<file path="src/rtl/regfile_wb_arbiter.sv">
// Round-robin write-back arbiter between the ALU and load unit, with a pending-write scoreboard.
// Write port is registered one cycle after acceptance; the loser is held off via req_ready (no buffering).
module regfile_wb_arbiter #(
  parameter int reg_size = 32,
  parameter int reg_num  = 16,
  localparam int RW      = $clog2(reg_num)
) (
  input  logic                clk,
  input  logic                rst_n,
  input  logic [1:0]          req_valid,
  output logic [1:0]          req_ready,
  input  logic [RW-1:0]       req_rd0,
  input  logic [RW-1:0]       req_rd1,
  input  logic [reg_size-1:0] req_data0,
  input  logic [reg_size-1:0] req_data1,
  output logic                we,
  output logic [RW-1:0]       rd,
  output logic [reg_size-1:0] d_in,
  input  logic                iss_valid,
  input  logic [RW-1:0]       iss_rd,
  input  logic [RW-1:0]       rs,
  input  logic [RW-1:0]       rt,
  output logic                stall,
  output logic [reg_num-1:0]  busy
);

  logic                ptr;
  logic                acc;
  logic                sel;
  logic [RW-1:0]       sel_rd;
  logic [reg_size-1:0] sel_data;
  logic [reg_num-1:0]  busy_nxt;

  // ptr holds the last grantee; on a conflict the other requester wins
  assign req_ready[0] = req_valid[0] && (!req_valid[1] || ptr);
  assign req_ready[1] = req_valid[1] && (!req_valid[0] || !ptr);

  assign acc      = |req_ready;
  assign sel      = req_ready[1];
  assign sel_rd   = sel ? req_rd1 : req_rd0;
  assign sel_data = sel ? req_data1 : req_data0;

  // A new producer marked at the same edge as a retiring write keeps the register busy
  always_comb begin
    busy_nxt = busy;
    if (acc)
      busy_nxt[sel_rd] = 1'b0;
    if (iss_valid)
      busy_nxt[iss_rd] = 1'b1;
    busy_nxt[0] = 1'b0;
  end

  always_ff @(posedge clk or negedge rst_n) begin
    if (!rst_n) begin
      ptr  <= 1'b1;
      we   <= 1'b0;
      rd   <= '0;
      d_in <= '0;
      busy <= '0;
    end else begin
      we   <= acc && (sel_rd != '0);
      busy <= busy_nxt;
      if (acc) begin
        ptr  <= sel;
        rd   <= sel_rd;
        d_in <= sel_data;
      end
    end
  end

  assign stall = ((rs != '0) && busy[rs]) || ((rt != '0) && busy[rt]);

endmodule

</file>
<file path="config.mk">
export PLATFORM = sky130hd
export DESIGN_NAME = regfile_wb_arbiter
export DESIGN_NICKNAME = d
export VERILOG_FILES = /design/src/rtl/regfile_wb_arbiter.sv
export SDC_FILE = /design/constraint.sdc
export NUM_CORES = 1
export LEC_CHECK = 0
export ABC_CLOCK_PERIOD_IN_PS = 5900
export CORE_AREA = 2 2 88 90
export CTS_BUF_LIST = sky130_fd_sc_hd__clkbuf_4
export DETAILED_ROUTE_END_ITERATION = 8
export DIE_AREA = 0 0 90 92
export PLACE_DENSITY = 0.83
export SETUP_SLACK_MARGIN = 0.15
export SYNTH_ARGS = -nofsm -noshare
export SYNTH_HDL_FRONTEND = slang
export SYNTH_SLANG_ARGS = --single-unit
</file>
<file path="constraint.sdc">
create_clock -name clk -period 5.9 [get_ports clk]
set_input_delay 1.77 -clock clk [delete_from_list [all_inputs] [get_ports clk]]
set_output_delay 1.77 -clock clk [all_outputs]
set_load 0.005 [all_outputs]
</file>
==> impl_metrics.ini <==
[sta]
timing.final.crit_share = 0.945
finalHoldViolations = 0
fin_hold_ws_ns = 0.500
relSlewSlack = 0.285
rsz0062_at_grt = no
fin_worst_skew_ns = 0.00896
period_minus_slack_ns = 5.57
maxSlewViolCount = 0
finalSetupViolations = 0
fmax_mhz = 179
worst_pin_slew_ns = 1.07
finalSetupTns_ns = 0

[logic_synthesis]
yosys.area.top_type_share = 0.452
seq_area_frac_synth = 0.461
synthTopCellsByArea = dfrtp_1 45%, mux2i_1 16%, o21ai_0 7.1%, nand2_1 5.6%, mux4_2 4.7%
avgSynthCellArea_um2 = 10.1
synth_area_mm2 = 0.00288
ys_types = 30
ys_ff_latch = 53
ys.warnings.count = 0
syn-instance-count = 285
yosysTopAreaCell = dfrtp_1
syn_nets = 374

[place]
portBuffers = 143
dp.cells = 516
hpwlAfterDp_mm = 6.31
place.gp.congestion = 0.834

[floorplan]
row_count = 32
core_mm2 = 0.00745
start_util = 0.386
pin_count = 145
die_y_um = 92
dieArea_mm2 = 0.00828
die_w_um = 90

[pwr]
powerDensity_mw_per_mm2 = 242
vdd_drop_max_v = 0.000133
power_mw = 1.08
p_leak_nw = 1.89

[worst_setup_path]
r2r_slack_ns = 3.81
required_ns = 4.13
end_kind = output port
worst_ep_arrival_time_ns = 3.80
start_kind = primary input
crit_fanout = 5
worstSetupPathType = primary input to output port

[global_routing]
gr-usage-all-layers = 0.209
gr-total-overflow = 0
grt_pass1_wl_mm = 14.0
grt_max_degree = 80
antenna_found_initial = 0
grt_pass1_vias = 2819

[clock_tree]
path_clk_slew_ns = 0.15
clock_latency_ns = 0.38
htreeDepth = 2
ctsRootBufferMaster = clkbuf_4
clock-sinks = 53
cts_setup_buffers = 0
cts_tree = yes
cts_made_buffers = 5
cts.repair.resized = 0
clk_path_buf_depth = 2
cts-hold-fix-buffers = 0

[drt]
vias = 2725
vias_per_cell = 5.20
drtIter0Drc = 130
dr.pass1.iters = 4
finalWirelength_mm = 8.32
wl_met2_mm = 4.30
ant_nets = 0
drc = 0
routed.top_layer = met4
m1WireLength_mm = 3.32
routedWlPerCell_um = 15.9
met3_length_um = 531

[outcome]
status = complete, no violations

[finish]
antenna_cells = 0
drive_above_1_share = 0.0616
final-instance-count-excl-fill = 524
syn2layout_area_growth_pct = 54.2
nNetsFinal = 510

[flow_run]
drv_cap = 0

[min_path]
hold_path_class = register to register
-- path summary, 6_finish.rpt --
path / startpoint / endpoint / cells after the start
worst max-delay path: rs[0] / stall / 6
worst min register to register: rd[2]$_DFFE_PN0N_ / rd[2]$_DFFE_PN0N_ / 2
worst max register to register: ptr$_DFFE_PN1N_ / busy[13]$_DFF_PN0_ / 5
worst min-delay path: rd[2]$_DFFE_PN0N_ / rd[2]$_DFFE_PN0N_ / 2
max in group asynchronous: rst_n / rd[1]$_DFFE_PN0N_ / 2
min in group asynchronous: rst_n / d_in[5]$_DFFE_PN0N_ / 2
-- cells by family after synthesis --
family / Yosys count / share of synthesized area
multiplexers: 54 / 0.215
other: 1 / 0.00130
buffers and inverters: 23 / 0.0426
AO/OA/AOI/OAI: 76 / 0.154
AND/OR/NAND/NOR: 78 / 0.125
flip-flops: 53 / 0.461
-- power breakdown --
group	switching, mW	internal (mW)	total, mW
clock	0.118	0.0951	0.213
combinational	0.137	0.240	0.377
sequential	0.0594	0.426	0.486
total	0.314	0.762	1.08
-- cell usage in the layout (no fill, tap or decap), types with 7 or more instances in the layout --
master / instances
a21oi_1: 7
o21ai_0: 41
o21ai_1: 7
dfrtp_1: 52
mux2i_1: 45
o31ai_1: 13
clkdlybuf4s50_1: 142
nand2_1: 43
nor2_1: 9
nor2b_1: 8
-- metal layers --
metal,up-vias,global-route usage
met5,-,0
met4,0,0.0705
met3,14,0.0460
met2,123,0.372
met1,1296,0.251
li1,1292,-
-- through the flow --
stage,util,area [µm²],setup slack (ns)
6_report,0.596,4440,0.327
5_1_grt,0.596,4440,0.253
4_1_cts,0.596,4440,0.331
3_5_place_dp,0.585,4350,0.335
3_3_place_gp,0.585,4350,0.376
2_1_floorplan,-,2880,1.34
-- synthesized netlist by cell type --
library cell,n
o211ai_1,2
a31oi_1,3
o31ai_1,13
o2bb2ai_1,1
mux2i_1,45
nor2b_1,8
dfstp_2,1
o32a_1,1
nand2b_1,5
dfrtp_1,52
o21ai_1,7
buf_2,5
or2_2,2
mux4_2,6
a21boi_4,1
buf_4,6
o21ai_0,41
conb_1,1
a21oi_1,7
mux2_2,3
nor3b_1,3
nand3_1,3
inv_1,6
buf_6,1
nor2_1,9
nand2_1,43
nand4_1,2
clkbuf_1,5
nand2_2,1
nand3b_1,2
-- state kept, by name (all words and copies together), names as in the netlist --
name / flops
busy: 15
rd: 4
ptr: 1
we: 1
d_in: 32
-- worst max-delay path, stage by stage --
cell	delay [ns]
clkdlybuf4s50_1	0.64
mux4_2	0.53
nor3b_1	0.16
a31oi_1	0.15
nand4_1	0.10
clkdlybuf4s50_1	0.46
-- final cells by class --
type	instances	area, µm²
fill	671	3010
timing repair buffer	146	1450
multi-input combinational	209	1430
sequential	53	1330
tap	102	128
clock buffer	6	45.0
clock inverter	2	38.8
inverter	6	22.5
(Power assumes the default switching activity.)
